--- src/rtl/loopback_buffer_pkg.sv ---
// Shared constants for the USB CDC loopback byte buffer: FSM encoding and the
// default packet size / idle timeout used by the example top and its bench.
package loopback_buffer_pkg;

  localparam logic ST_ACCUM = 1'b0;
  localparam logic ST_DRAIN = 1'b1;

  localparam int IN_BULK_MAXPACKETSIZE = 8;
  localparam int LOOPBACK_TIMEOUT      = 1024;
  localparam int LOOPBACK_DEPTH        = 32;

endpackage

--- src/rtl/loopback_ram.sv ---
// Simple dual-port byte RAM: one write port, one registered read port, so the
// array maps onto iCE40 block RAM. Read data holds while rd_en_i is low.
module loopback_ram #(
  parameter int WORDS = 31,
  parameter int AW    = 5
) (
  input  logic          clk_i,
  input  logic          wr_en_i,
  input  logic [AW-1:0] wr_addr_i,
  input  logic [7:0]    wr_data_i,
  input  logic          rd_en_i,
  input  logic [AW-1:0] rd_addr_i,
  output logic [7:0]    rd_data_o
);

  logic [7:0] mem [WORDS];

  // Read-before-write on an address collision: the old byte is returned.
  always_ff @(posedge clk_i) begin
    if (wr_en_i) begin
      mem[wr_addr_i] <= wr_data_i;
    end
    if (rd_en_i) begin
      rd_data_o <= mem[rd_addr_i];
    end
  end

endmodule

--- src/rtl/loopback_buffer.sv ---
// Loopback byte buffer: collects host->device bytes and releases them towards
// the IN stream in packet-sized bursts, or after the OUT side has gone idle.
module loopback_buffer
  import loopback_buffer_pkg::*;
#(
  parameter int DEPTH     = LOOPBACK_DEPTH,
  parameter int THRESHOLD = IN_BULK_MAXPACKETSIZE,
  parameter int TIMEOUT   = LOOPBACK_TIMEOUT
) (
  input  logic                   clk_i,
  input  logic                   rstn_i,
  input  logic [7:0]             out_data_i,
  input  logic                   out_valid_i,
  output logic                   out_ready_o,
  output logic [7:0]             in_data_o,
  output logic                   in_valid_o,
  input  logic                   in_ready_i,
  output logic [$clog2(DEPTH):0] level_o,
  output logic                   full_o,
  output logic                   empty_o,
  output logic                   state_o
);

  // Handshakes: a byte moves when valid && ready are both high at a rising
  // edge. in_valid_o never drops and in_data_o never changes until the byte
  // is taken; out_ready_o depends only on registered occupancy.

  localparam int AW        = $clog2(DEPTH);
  localparam int LW        = AW + 1;
  localparam int CW        = $clog2(TIMEOUT) + 1;
  localparam int RAM_WORDS = DEPTH - 1;

  localparam logic [AW-1:0] PTR_LAST  = AW'(RAM_WORDS - 1);
  localparam logic [LW-1:0] DEPTH_L   = LW'(DEPTH);
  localparam logic [LW-1:0] THRESH_L  = LW'(THRESHOLD);
  localparam logic [CW-1:0] TIMEOUT_C = CW'(TIMEOUT);
  localparam logic [CW-1:0] TRIGGER_C = CW'(TIMEOUT - 1);

  logic          state_q, state_d;
  logic [AW-1:0] wr_ptr_q, rd_ptr_q;
  logic [AW-1:0] ram_cnt_q, ram_cnt_d;
  logic          out_vld_q, out_vld_d;
  logic          byp_sel_q;
  logic [7:0]    byp_q;
  logic [CW-1:0] idle_q, idle_d;
  logic          in_valid_q, in_valid_d;
  logic [LW-1:0] level_d;
  logic [7:0]    ram_q;

  logic wr, rd, load, ram_empty, ram_wr, ram_rd;

  // Output register is either the RAM read register or a bypass byte taken
  // straight from the OUT stream when the RAM has nothing queued.
  loopback_ram #(
    .WORDS (RAM_WORDS),
    .AW    (AW)
  ) u_ram (
    .clk_i     (clk_i),
    .wr_en_i   (ram_wr),
    .wr_addr_i (wr_ptr_q),
    .wr_data_i (out_data_i),
    .rd_en_i   (ram_rd),
    .rd_addr_i (rd_ptr_q),
    .rd_data_o (ram_q)
  );

  assign level_o = LW'(ram_cnt_q) + LW'(out_vld_q);

  always_comb begin
    wr        = out_valid_i && out_ready_o;
    rd        = in_valid_q && in_ready_i;
    ram_empty = (ram_cnt_q == '0);
    load      = (!out_vld_q || rd) && (!ram_empty || wr);
    ram_rd    = load && !ram_empty;
    ram_wr    = wr && !(load && ram_empty);

    ram_cnt_d = ram_cnt_q;
    if (ram_wr && !ram_rd) begin
      ram_cnt_d = ram_cnt_q + 1'b1;
    end else if (ram_rd && !ram_wr) begin
      ram_cnt_d = ram_cnt_q - 1'b1;
    end

    out_vld_d = load || (out_vld_q && !rd);
    level_d   = LW'(ram_cnt_d) + LW'(out_vld_d);
  end

  always_ff @(posedge clk_i or negedge rstn_i) begin
    if (!rstn_i) begin
      state_q <= ST_ACCUM;
    end else begin
      state_q <= state_d;
    end
  end

  always_comb begin
    state_d = state_q;
    case (state_q)
      ST_ACCUM: begin
        if ((level_d >= THRESH_L) || ((idle_q == TRIGGER_C) && (level_o != '0))) begin
          state_d = ST_DRAIN;
        end
      end
      ST_DRAIN: begin
        if (level_d == '0) begin
          state_d = ST_ACCUM;
        end
      end
      default: state_d = ST_ACCUM;
    endcase
  end

  // Idle counter only advances while accumulating; it parks at TIMEOUT.
  always_comb begin
    if (wr || (level_o == '0) || ((state_q == ST_DRAIN) && (state_d == ST_ACCUM))) begin
      idle_d = '0;
    end else if ((state_q == ST_ACCUM) && (idle_q != TIMEOUT_C)) begin
      idle_d = idle_q + 1'b1;
    end else begin
      idle_d = idle_q;
    end
  end

  always_comb begin
    out_ready_o = !full_o;
    full_o      = (level_o == DEPTH_L);
    empty_o     = (level_o == '0);
    state_o     = state_q;
    in_valid_o  = in_valid_q;
    in_data_o   = byp_sel_q ? byp_q : ram_q;
    // Valid is registered, so it follows the held byte one edge after DRAIN.
    in_valid_d  = (state_q == ST_DRAIN) && out_vld_d;
  end

  always_ff @(posedge clk_i or negedge rstn_i) begin
    if (!rstn_i) begin
      wr_ptr_q   <= '0;
      rd_ptr_q   <= '0;
      ram_cnt_q  <= '0;
      out_vld_q  <= 1'b0;
      byp_sel_q  <= 1'b1;
      byp_q      <= 8'h00;
      idle_q     <= '0;
      in_valid_q <= 1'b0;
    end else begin
      ram_cnt_q  <= ram_cnt_d;
      out_vld_q  <= out_vld_d;
      idle_q     <= idle_d;
      in_valid_q <= in_valid_d;
      if (ram_wr) begin
        wr_ptr_q <= (wr_ptr_q == PTR_LAST) ? '0 : wr_ptr_q + 1'b1;
      end
      if (ram_rd) begin
        rd_ptr_q <= (rd_ptr_q == PTR_LAST) ? '0 : rd_ptr_q + 1'b1;
      end
      if (load) begin
        byp_sel_q <= ram_empty;
        if (ram_empty) begin
          byp_q <= out_data_i;
        end
      end
    end
  end

endmodule

--- config.mk ---
export PLATFORM = sky130hd
export DESIGN_NAME = loopback_buffer
export DESIGN_NICKNAME = d
export VERILOG_FILES = /design/src/rtl/loopback_buffer_pkg.sv /design/src/rtl/loopback_ram.sv /design/src/rtl/loopback_buffer.sv
export SDC_FILE = /design/constraint.sdc
export NUM_CORES = 1
export LEC_CHECK = 0
export CAP_MARGIN = 15
export CORE_ASPECT_RATIO = 1.4
export CORE_UTILIZATION = 45
export DETAILED_ROUTE_END_ITERATION = 8
export PLACE_DENSITY = 0.68
export REMOVE_ABC_BUFFERS = 1
export SLEW_MARGIN = 20
export SYNTH_ARGS = -nofsm -noshare
export SYNTH_HDL_FRONTEND = slang
export SYNTH_HIERARCHICAL = 1
export SYNTH_SLANG_ARGS = --single-unit
--- constraint.sdc ---
create_clock -name clk_i -period 7.52 [get_ports clk_i]
set_input_delay 1.128 -clock clk_i [delete_from_list [all_inputs] [get_ports clk_i]]
set_output_delay 1.128 -clock clk_i [all_outputs]
set_load 0.1 [all_outputs]
Word-level counts from Yosys, hierarchy flattened
Memory sizes are Yosys's and may differ from the RTL's. A register that Yosys moved wholly into a read port is not among the register bits.
Cells that the tools add are included.
{"block": "word_totals", "reg_bits": 38, "ram_bits": 248, "inputBits": 12, "output_inout_bits": 19, "wordCells": 69, "memories": 1}
{"block": "classes", "addsub": 7, "order_cmp": 1, "eq_ne": 5, "mux": 12, "n_bitwise": 2, "reduce_logical": 32}
{"memory": "u_ram.mem", "depth": 31, "width": 8, "rd": 1, "rd_clocked_by_memory_dff": 1, "write_ports": 1, "line_no": "loopback_ram.sv:16", "text": "logic [7:0] mem [WORDS];"}
{"operator": "11-bit two-way mux", "n": 2}
{"operator": "5-bit two-way mux", "n": 4}
{"operator": "5-bit by 1-bit adder with 5-bit output, second input constant", "n": 3}
{"operator": "1-bit logical AND", "n": 13}
{"operator": "5-bit by 1-bit adder with 6-bit output", "n": 2}
{"operator": "6-bit zero test", "n": 2}
{"operator": "11-bit by 1-bit adder with 11-bit output, second input constant", "n": 1}
{"operator": "11-bit by 10-bit equality test with 1-bit output, second input constant", "n": 1}
{"operator": "11-bit != test, second input constant", "n": 1}
{"operator": "5-bit equality test, second input constant", "n": 2}
{"operator": "8-bit two-way mux", "n": 1}
{"operator": "1-bit zero test", "n": 7}
{"operator": "6-bit equality test, second input constant", "n": 1}
{"operator": "6-bit by 4-bit greater-or-equal comparator with 1-bit output, second input constant", "n": 1}
{"operator": "1-bit logical OR", "n": 6}
{"operator": "6-bit nonzero test", "n": 1}
{"operator": "5-bit zero test", "n": 1}
{"operator": "5-bit by 1-bit subtractor with 5-bit output, second input constant", "n": 1}
{"operator": "1-bit two-way mux", "n": 4}
{"operator": "1-bit NOT", "n": 2}
{"operator": "1-bit one-hot mux with 2 select lines", "n": 1}
{"operator": "2-bit AND reduction", "n": 1}
{"operator": "2-bit nonzero test", "n": 1}

Logic depth before layout (Yosys ltp)
Gate-level depths: netlist of run 1.
{"block": "logic_depth", "word_depth": 22, "ltp_mapped": 14}

Modules after synthesis
Netlist of run 1, hierarchy kept.
{"mod": "loopback_ram", "instances": 1, "cells_per_inst": 561, "area_per_inst_um2": 10189.8, "seq_area_each_um2": 7687.4}
{"mod": "loopback_buffer", "instances": 1, "cells_per_inst": 241, "area_per_inst_um2": 2324.7, "seq_area_each_um2": 952.2}

Least setup slack after synthesis of run 1
No wires, ideal clock.
{"block": "synth_path", "kind": "flip-flop to output port", "startpoint": "register ram_cnt_q[0]", "endpoint": "output port empty_o", "arrival_time_ns": 4.175, "slack_ns": 2.217, "stages_incl_launch_ff": 6, "path_buffers": 0, "path_cell_list": "dfrtp_1 ha_1 ha_1 xor2_1 or4_1 nor3_1"}
{"block": "synth_between", "elab_chain_cells": 2}
{"element": "start, declared", "line_no": "loopback_buffer.sv:41", "text": "logic [AW-1:0] ram_cnt_q, ram_cnt_d;"}
{"element": "start signal, assigned", "line_no": "loopback_buffer.sv:146", "text": "ram_cnt_q <= ram_cnt_d;"}
{"element": "5-bit by 1-bit adder with 6-bit output", "line_no": "loopback_buffer.sv:67", "text": "assign level_o = LW'(ram_cnt_q) + LW'(out_vld_q);"}
{"element": "named net level_o[2]", "line_no": "loopback_buffer.sv:18", "text": "output logic [$clog2(DEPTH):0] level_o,"}
{"element": "6-bit zero test", "line_no": "loopback_buffer.sv:127", "text": "empty_o = (level_o == '0);"}
{"element": "end, declared", "line_no": "loopback_buffer.sv:20", "text": "output logic empty_o,"}
The timed path passes the listed nets, and every way through them passes these cells.

Final worst setup path of run 1
{"block": "layout_path", "startpoint": "register ram_cnt_q[0]", "endpoint": "output port empty_o"}
{"block": "layout_between", "elab_chain_cells": 2}
{"element": "5-bit by 1-bit adder with 6-bit output", "line_no": "loopback_buffer.sv:67"}
{"element": "6-bit zero test", "line_no": "loopback_buffer.sv:127"}
Every way passes these cells.

==> impl_results.md, run 1 <==
* TritonCTS Buffers at 28
* Post-route ant nets at 0
* Crit-path most repeated cell: ha_1
* Placed cells at around 1200
* Crit path max fanout at 6
* Async SR Flop Fraction at around an eighth
* Reg-to-reg startpoint: ram_cnt_q[0]
* Die height at about 200 um
* R2R Setup Slk at 3.41 ns
* GRT Residual Overflow at 0
* Setup_tns at 0 ns
* Syn Area/Cell at roughly 16 sq um
* Core box area at 0.0271 sq mm
* IO buf count at 30
* DRC at 0
* CP bufs+invs at 1
* Vias in the first global route at 6909
* Critical path destination: empty_o
* FP Rows at about 70
* Leakage at 4.76 nW
* Reg2reg end: state_o
* CP Launch Point: ram_cnt_q[0]
* Initial Util at 46.2%
* Final Non-Filler Cells at 1224
* Setup crit end kind: output port
* Largest net degree at the start of global routing at 66
* Post-Layout Inst Area at 0.0140 sq mm
* Cells after Synth at 802
* Tightest Pin Transition at 0.972 ns
* Post-Syn Area at 0.0125 sq mm
* Max stage delay cell, worst path: clkdlybuf4s50_1
* Worst-path clk slew at 0.06 ns
* Hold_buf cts at 0
* Stages on worst setup path at 6
* Largest stage delay, worst path at 1.20 ns
* Final Hold Viols at 0
* Antenna cell count at 0
* Detailed placement HPWL at approximately 17000 um
* Max cap viols at 0
* Critical Path AT at 3.57 ns
* Pwr Density at 387 mW/mm^2
* Die width at between 100 and 150 um
* Fmax at ~210 MHz
* Commonest non-fill, non-tap cells in the layout: edfxtp_1, mux2i_1, nand2_1, nor2_1, dfrtp_1
* Global-route wire length before repair at between 30000 and 40000 um
* R2R depth at 11
* Final core utilization at between 50% and 60%
* Avg WL per Cell at 21.3 um
* Area grow syn2layout at 12.2%
* Min Hold Slack at 0.507 ns
* Post-synth top flop: edfxtp_1
* Fin crit period at 4.70 ns
* DR vias at roughly 7000
* Fill cell total of the finished layout at 2209
* Hold crit path type: reg -> reg
* Commonest non-fill, non-tap cell in the layout: edfxtp_1
* Synth unique cells at 71
* EDFF count, synth at roughly 260
* Crit share post-route at 62.5%
* #FFs+latches synth at 294
* Startpoint Class: register
* Layout cell share with drive strength beyond 1 at 13.6%
* Worst path cell trace: ha_1 -> ha_1 -> xor2_1 -> or4_1 -> nor3_1 -> clkdlybuf4s50_1
* Outcome: completed
* Post-CTS resize count at 0
* Worst Setup Path Type: reg -> out
* Clk buf depth at 3
* Initial DRC Count at 565
* DR pass1 iterations at 5
* Gr usage total at 18.8%
* Dpl cell area at around 0.013 sq mm
* Nets at 862
* Die area at 0.0285 sq mm
* Via density per instance at 5.70
* IO Pins at 31
* Max H-tree Level at 1
* Post-CTS setup buffer count at 0
* CTS tree: built
* Maximum vdd drop at 0.168 mV
* Clock Sinks at 294
* Root Driver: clkbuf_16
* Initial antenna violation count at 0
* Req. time, crit path at roughly 6.4 ns
* Final setup viols at 0
* Worst-Skew Late Latency at 0.54 ns
* Register area share after synthesis at 69.0%
* Worst rel slew slack at 35.0%
* Unrepaired setup endpoints after global routing: false
* Routed Wire Length at 26000 um
* YS warnings at 6
* Routability cong. at 0.919
* Critical path's top delay family: buffers and inverters
* Skew final at around 0.016 ns
* Final Max Tran Viols at 0
-- registers in the layout, indices dropped and copies added (netlist names) --
register         cells
u_ram/mem          248
idle_q              11
byp_q                8
u_ram/rd_data_o      8
ram_cnt_q            5
rd_ptr_q             5
wr_ptr_q             5
byp_sel_q            1
in_valid_o           1
out_vld_q            1
state_o              1
-- final cells by class --
cell class              count  area, sq um  share of cell area, %
clock inverters             7         95.1                  0.677
clock buffers              45          896                   6.38
flip-flops and latches    294         8640                   61.6
well taps                 365          457                   3.25
multi-input cells         461         3550                   25.3
repair buffers             39          353                   2.51
inverters                  13         51.3                  0.365
-- stage by stage --
stage / power (mW) / setup WS (ns)
finish: 5.44 / 2.82
global route: 5.66 / 2.67
CTS: 5.46 / 2.75
detailed placement: 4.00 / 3.29
global placement: 3.99 / 3.30
floorplan: 3.51 / 2.22
-- Yosys cell counts, types with 4 or more instances --
cell,number,area [sq um]
nor2_1,44,165
inv_1,11,41.3
edfxtp_1,256,7690
buf_2,4,20.0
a22oi_1,25,188
clkbuf_1,10,37.5
mux4_2,16,360
or3_1,5,31.3
nand3_1,24,120
dfrtp_1,37,926
nand4_1,15,93.8
a21oi_1,30,150
nand3b_1,6,45.0
xnor2_1,13,114
nand2b_1,5,31.3
nand2_1,58,218
nor2b_1,13,81.3
nor3_1,7,35.0
and4_1,4,35.0
o2111ai_1,5,43.8
buf_4,6,45.0
ha_1,13,163
mux2i_1,75,751
o21ai_0,19,95.1
buf_6,8,90.1
mux2_2,21,236
-- where the power goes --
group          switching (mW)  internal [mW]  total (mW)
clock network           0.576          0.883        1.46
logic                    1.20          0.625        1.82
registers               0.204           1.95        2.16
total                    1.98           3.46        5.44
-- how the worst min path moves through the flow --
stage / endpoint / cells after the start / start
2_1_floorplan: byp_q[0] / 1 / byp_q[0]
3_3_place_gp: byp_q[5] / 1 / byp_q[5]
3_5_place_dp: byp_q[3] / 1 / byp_q[3]
4_1_cts: byp_q[2] / 1 / byp_q[2]
5_1_grt: byp_q[5] / 1 / byp_q[5]
6_report: byp_q[2] / 1 / byp_q[2]
-- logic make-up after synthesis --
| kind of cell | after synthesis | synth area share, % |
|---|---|---|
| and+or+nand+nor | 201 | 8.14 |
| muxes | 117 | 11.5 |
| adders and majority gates | 13 | 1.30 |
| buffers and inverters | 47 | 2.61 |
| DFF | 294 | 69.0 |
| xor gates and xnor gates | 15 | 1.05 |
| AOI/OAI and AO/OA | 115 | 6.38 |
-- metal layers --
layer  vias to the layer above  GRT usage [%]  routed length [um]
met5                         -              0                   0
met4                         0           7.49                 881
met3                        53           2.25                1230
met2                       223           33.8               13400
met1                      3505           23.0               10500
li1                       3194              -                   -
No activity file was read; power rests on OpenSTA's default activity.
==> run 2: changes to the inputs <==
==> constraint.sdc (replaced) <==
create_clock -name clk_i -period 4.8 [get_ports clk_i]
set_input_delay 0.72 -clock clk_i [delete_from_list [all_inputs] [get_ports clk_i]]
set_output_delay 0.72 -clock clk_i [all_outputs]
set_load 0.1 [all_outputs]
==> run 2 against run 1 <==
Compared with the run above:
- routed wire length down 0.94%
- register-to-register slack lost 2.3 ns
- cell area down 0.69%
- global-route usage hardly changed
- setup slack worse by 2.1 ns
- sequential share of layout area is 0.42 points higher
- final cell count shrank 0.25%
- critical path type unchanged
==> impl_results.md, run 2 (synthesis gave the netlist of run 1 again) <==
* Commonest non-fill, non-tap cells in the layout: edfxtp_1, mux2i_1, nand2_1, nor2_1, dfrtp_1
* Root Driver: clkbuf_16
* Clock Sinks at 294 (unchanged)
* Final setup margin at 0.736 ns (-2.08 ns)
* Vias in the first global route at 6947 (+0.55%)
* Routed Wire Length at 25800 um (-0.94%)
* Max stage delay cell, worst path: clkdlybuf4s50_1
* Tot Pwr at 8.38 mW (+54%)
* Setup crit end kind: output port
* Critical Path AT at 3.34 ns (-0.23 ns)
* Initial Util at 46.2% (unchanged)
* Fmax at about 250 MHz
* Req. time, crit path at 4.08 ns (-2.31 ns)
* Hold_buf cts at 0 (unchanged)
* Fill cell total of the finished layout at 2192 (-0.77%)
* Largest net degree at the start of global routing at 46 (-30%)
* Setup_tns at 0 ns (unchanged)
* Max cap viols at 0 (unchanged)
* Die area at 0.0285 sq mm (unchanged)
* Hold crit path type: in -> async
* TritonCTS Buffers at 27 (-3.6%)
* Final setup viols at 0 (unchanged)
* Maximum vdd drop at 0.298 mV (+77%)
* Routability cong. at 0.898 (-2.3%)
* Worst rel slew slack at 34.9% (-0.15 points)
* IO Pins at 31 (unchanged)
* FP Rows at 71 (unchanged)
* Post-CTS resize count at 0 (unchanged)
* DR vias at 6968 (-0.10%)
* Tightest Pin Transition at 0.974 ns (+0.00230 ns)
* IO buf count at 30 (unchanged)
* Global-route wire length before repair at 39700 um (about the same)
* CTS tree: built
* Largest regs: u_ram/mem: 248 flops, idle_q: 11 flops
* Layout cell share with drive strength beyond 1 at 13.1% (-0.54 points)
* GRT Residual Overflow at 0 (unchanged)
* Crit path max fanout at 6 (unchanged)
* Final Max Tran Viols at 0 (unchanged)
* Final Hold Viols at 0 (unchanged)
* Crit share post-route at ~85%
* Leakage at 4.71 nW (-1.2%)
* DRC at 0 (unchanged)
* Largest register FFs at 248 (unchanged)
* Antenna cell count at 0 (unchanged)
* Worst path cell trace: ha_1 -> ha_1 -> nand4bb_1 -> or2_2 -> inv_1 -> clkdlybuf4s50_1
* Die height at 199 um (unchanged)
* DP Worst Slack at 0.948 ns (-2.34 ns)
* Via density per instance at 5.71 (+0.15%)
* Commonest non-fill, non-tap cell in the layout: edfxtp_1
* DR pass1 iterations at 5 (unchanged)
* Worst-Skew Late Latency at 0.54 ns (about the same)
* Startpoint Class: register
* Fin crit period at 4.06 ns
* Core box area at 0.0271 sq mm (unchanged)
* Worst Setup Path Type: reg -> out
* Nets at 862 (unchanged)
* Min Hold Slack at 0.294 ns (-0.213 ns)
* Biggest register: u_ram/mem
* Gr usage total at 18.9% (about the same)
* Die width at 143 um (unchanged)
* Crit-path most repeated cell: ha_1
* Pwr Density at 601 mW/mm^2 (+55%)
* Detailed placement HPWL at 16800 um (about the same)
* Skew final at 0.0121 ns (-0.00398 ns)
* Post-CTS setup buffer count at 0 (unchanged)
* Area grow syn2layout at 11.5%
* Worst-path clk slew at 0.06 ns (about the same)
* Initial DRC Count at 481 (-15%)
* Post-route ant nets at 0 (unchanged)
* Max H-tree Level at 1 (unchanged)
* Clk buf depth at 3 (unchanged)
* Largest stage delay, worst path at 1.12 ns (-0.08 ns)
* Initial antenna violation count at 0 (unchanged)
* Outcome: completed
* Unrepaired setup endpoints after global routing: false
* Avg WL per Cell at 21.1 um (-0.69%)
[run 2: power by group]
part	switching, mW	leakage, nW	internal (mW)	total [mW]
Sequential	0.346	2.78	3.06	3.40
Combinational	1.85	1.51	0.986	2.83
Clock	0.893	0.415	1.25	2.14
Total	3.09	4.71	5.30	8.38
[run 2: final timing paths]
| path | start | to | depth (start not counted) | slack [ns] |
|---|---|---|---|---|
| setup reg to reg | ram_cnt_q[0] | state_o | 12 | 1.13 |
| max in group asynchronous | rstn_i | rd_ptr_q[0] | 1 | 3.88 |
| min in group clk_i | byp_q[4] | byp_q[4] | 1 | 0.50 |
| hold reg to reg | byp_q[4] | byp_q[4] | 1 | 0.50 |
| setup / recovery | ram_cnt_q[0] | full_o | 6 | 0.74 |
| hold / removal | rstn_i | in_valid_o | 1 | 0.29 |
[run 2: worst max-delay path: cells and delay by family (launching register included)]
family        cells  cell delay, ns
flops             1            0.45
fa+ha+maj         2            0.58
simple gates      2            0.60
buf+inv           2            1.17
[run 2: through the flow]
stage	util (%)	instances	area, sq um
4_1_cts	51.5	1221	14000
3_5_place_dp	48.3	1173	13100
2_1_floorplan	-	768	12200
6_report	51.5	1221	13900
5_1_grt	51.5	1221	13900
3_3_place_gp	48.3	1173	13100
[run 2: cell type report]
type | count | area [sq um] | area share [%]
clock buffers | 34 | 702 | 5.03
well taps | 365 | 457 | 3.27
repair buffers | 40 | 365 | 2.62
multi-input cells | 461 | 3550 | 25.4
inverters | 13 | 51.3 | 0.368
clock inverters | 14 | 180 | 1.29
flip-flops and latches | 294 | 8640 | 62.0
[run 2: layer usage]
layer	GRT usage, %	wire (um)
met5	0	0
met1	22.9	10200
met2	33.4	13200
met4	7.85	946
met3	2.80	1400
==> run 3: changes to the inputs <==
--- a/config.mk
+++ b/config.mk
@@ -9,7 +9,7 @@
 export CORE_ASPECT_RATIO = 1.4
 export CORE_UTILIZATION = 45
 export DETAILED_ROUTE_END_ITERATION = 8
-export PLACE_DENSITY = 0.68
+export PLACE_DENSITY = 0.7
 export REMOVE_ABC_BUFFERS = 1
 export SLEW_MARGIN = 20
 export SYNTH_ARGS = -nofsm -noshare
==> constraint.sdc (replaced) <==
create_clock -name clk_i -period 3.47 [get_ports clk_i]
set_input_delay 0.5205 -clock clk_i [delete_from_list [all_inputs] [get_ports clk_i]]
set_output_delay 0.5205 -clock clk_i [all_outputs]
set_load 0.1 [all_outputs]
==> run 3 against run 2 <==
Compared with the run above:
- global-route usage rose by 0.49 points
- clock-buffer cell count down 3
- clock power increased by 32%
- worst hold slack got worse by 0.18 ns
- core utilization up 1.0 points
- critical path depth grew 6
- non-clock buffer count is 42 higher
- die area unchanged
- sequential power up 40%
- combinational power grew 41%
- critical path type is now reg -> reg
- largest cell class unchanged
- largest power group unchanged
- highest routed layer unchanged
==> impl_results.md, run 3 (synthesis gave the netlist of run 1 again) <==
* Layout cell share with drive strength beyond 1 at 18.4% (+5.3 points)
* Leakage at 4.93 nW (+4.7%)
* Skew final at 0.0116 ns (-0.000508 ns)
* GRT Residual Overflow at 0 (unchanged)
* Sequential power share at 41.0% (+0.4 points)
* Die width at 143 um (unchanged)
* Max cap viols at 0 (unchanged)
* Crit path max fanout at 11 (+5)
* Largest register FFs at 248 (unchanged)
* Avg WL per Cell at 21.1 um (-0.14%)
* Commonest non-fill, non-tap cell in the layout: edfxtp_1
* IO buf count at 30 (unchanged)
* FP Rows at 71 (unchanged)
* R2R depth at 12 (unchanged)
* Crit share post-route at 94.1%
* Pint at 7.26 mW (+37%)
* Gr usage total at 19.4% (+0.49 points)
* CTS tree: built
* Reg2reg end: idle_q[7]
* Final Hold Viols at 0 (unchanged)
* Clk pwr share at 24.4% (-1.2 points)
* Reg-to-reg startpoint: ram_cnt_q[0]
* Nets at 903 (+4.8%)
* Tightest Pin Transition at 0.975 ns (+0.000955 ns)
* Largest regs: u_ram/mem: 248 flops, idle_q: 11 flops
* Worst-Skew Late Latency at 0.53 ns (about the same)
* DR vias at 7100 (+1.9%)
* Final setup viols at 0 (unchanged)
* Initial Util at 46.2% (unchanged)
* Post-CTS setup buffer count at 0 (unchanged)
* Initial DRC Count at 502 (+4.4%)
* Post-Layout Inst Area at 0.0142 sq mm (+2.0%)
* Via density per instance at 5.63 (-1.3%)
* Hold crit path type: in -> async
* Max H-tree Level at 1 (unchanged)
* R2R Setup Slk at 0.21 ns (-0.92 ns)
* Commonest non-fill, non-tap cells in the layout: edfxtp_1, mux2i_1, buf_4, nand2_1, nor2_1
* IO Pins at 31 (unchanged)
* Die height at 199 um (unchanged)
* DR pass1 iterations at 5 (unchanged)
* DRC at 0 (unchanged)
* Core box area at 0.0271 sq mm (unchanged)
* Antenna cell count at 0 (unchanged)
* Critical path destination: idle_q[7]
* Dpl cell area at 0.0134 sq mm (+2.3%)
* Startpoint Class: register
* Setup crit end kind: register
* Worst rel slew slack at 34.8% (-0.064 points)
* Worst Setup Path Type: reg -> reg
* Global-route wire length before repair at 40700 um (+2.5%)
* Vias in the first global route at 7014 (+0.96%)
* Pwr Density at 814 mW/mm^2 (+35%)
* Clk buf depth at 3 (unchanged)
* Switch Pwr at 4.32 mW (+40%)
* Detailed placement HPWL at 17700 um (+5.8%)
* TritonCTS Buffers at 26 (-3.7%)
* Outcome: completed
* Setup_tns at 0 ns (unchanged)
* Biggest register: u_ram/mem
* Sw frac at 37.3% (+0.46 points)
* Req. time, crit path at 3.88 ns (-0.20 ns)
* Fin crit period at 3.26 ns
* CP Launch Point: ram_cnt_q[0]
* Routed Wire Length at 26600 um (+3.1%)
* Largest net degree at the start of global routing at 47 (+2.2%)
* Unrepaired setup endpoints after global routing: false
* Worst-path clk slew at 0.07 ns (about the same)
* Die area at 0.0285 sq mm (unchanged)
* Area grow syn2layout at 13.7%
* Critical Path AT at 3.68 ns (+0.34 ns)
* Root Driver: clkbuf_16
* Post-route ant nets at 0 (unchanged)
* Initial antenna violation count at 0 (unchanged)
* Fmax at 306 MHz
* Combinational Power Share at 34.6% (+0.8 points)
* Clock Sinks at 294 (unchanged)
* Routability cong. at 0.899 (+0.20%)
* Final Max Tran Viols at 0 (unchanged)
* Fill cell total of the finished layout at 2151 (-1.9%)
* Maximum vdd drop at 0.313 mV (+5.1%)
run 3: cell count changes in the layout (fill, tap and decap cells not counted), moves of 2 or more:
cell	delta
buf_2	-2
buf_4	+49
bufinv_16	-2
clkbuf_1	-3
clkdlybuf4s50_1	-6
clkinv_4	+4
clkinvlp_4	-2
dfrtp_1	-2
dfrtp_2	+2
run 3: power by group through the flow:
stage          sequential, mW  combinational [mW]  clock (mW)
2_1_floorplan            4.83                2.78           0
3_3_place_gp             4.81                3.95           0
3_5_place_dp             4.83                3.98           0
4_1_cts                  4.76                4.01        2.87
5_1_grt                  4.81                4.27        2.99
6_report                 4.75                4.00        2.82
run 3: how the worst min path moves through the flow:
stage          cells past startpoint  startpoint  slack [ns]            to
3_3_place_gp                       1    byp_q[4]        0.49      byp_q[4]
6_report                           1      rstn_i        0.11  ram_cnt_q[2]
3_5_place_dp                       1    byp_q[7]        0.49      byp_q[7]
4_1_cts                            1      rstn_i        0.13  ram_cnt_q[2]
5_1_grt                            1      rstn_i        0.17     idle_q[3]
2_1_floorplan                      0      rstn_i        0.22      byp_q[0]
run 3: what timing repair did:
| action | 4_1_cts | 5_1_grt |
|---|---|---|
| endpoints found under the setup margin | 0 | 11 |
| endpoints found under the hold margin | 0 | 0 |
| hold buffers | 0 | 0 |
| gates resized for setup | 0 | 5 |
run 3: layout make-up:
cell class / instances / area (sq um) / share of cell area [%]
Clock buffer: 31 / 691 / 4.85
Clock inverter: 15 / 153 / 1.07
Inverter: 13 / 51.3 / 0.361
Multi-Input combinational cell: 461 / 3560 / 25.0
Sequential cell: 294 / 8650 / 60.8
Tap cell: 365 / 457 / 3.21
Timing Repair Buffer: 82 / 674 / 4.74
run 3: per-stage QoR:
stage	worst slack [ns]	power, mW	instances	utilization (%)	hold WS, ns
6_report	0.205	11.6	1261	52.5	0.111
5_1_grt	0.0257	12.1	1261	52.5	0.170
4_1_cts	0.171	11.6	1261	52.5	0.126
3_5_place_dp	0.180	8.81	1215	49.4	0.494
3_3_place_gp	0.233	8.76	1215	49.4	0.485
2_1_floorplan	-1.63	7.61	768	-	0.225
run 3: worst max-delay path, stage by stage, from the launching register on:
cell and delay [ns]:
dfrtp_2 0.45, ha_1 0.25, ha_1 0.31, nand4bb_2 0.28, o211a_1 0.30, a21oi_1 0.15
xnor2_1 0.11, ha_1 0.22, ha_1 0.21, or3_1 0.38, a31oi_2 0.23, buf_6 0.17
a21oi_1 0.07
run 3: routing by layer:
layer	part of all wire, %	wire length, um	GRT usage, %
met5	0	0	0
met4	3.0	804	7.45
met3	5.2	1390	2.42
met2	53	14100	34.8
met1	39	10300	23.5
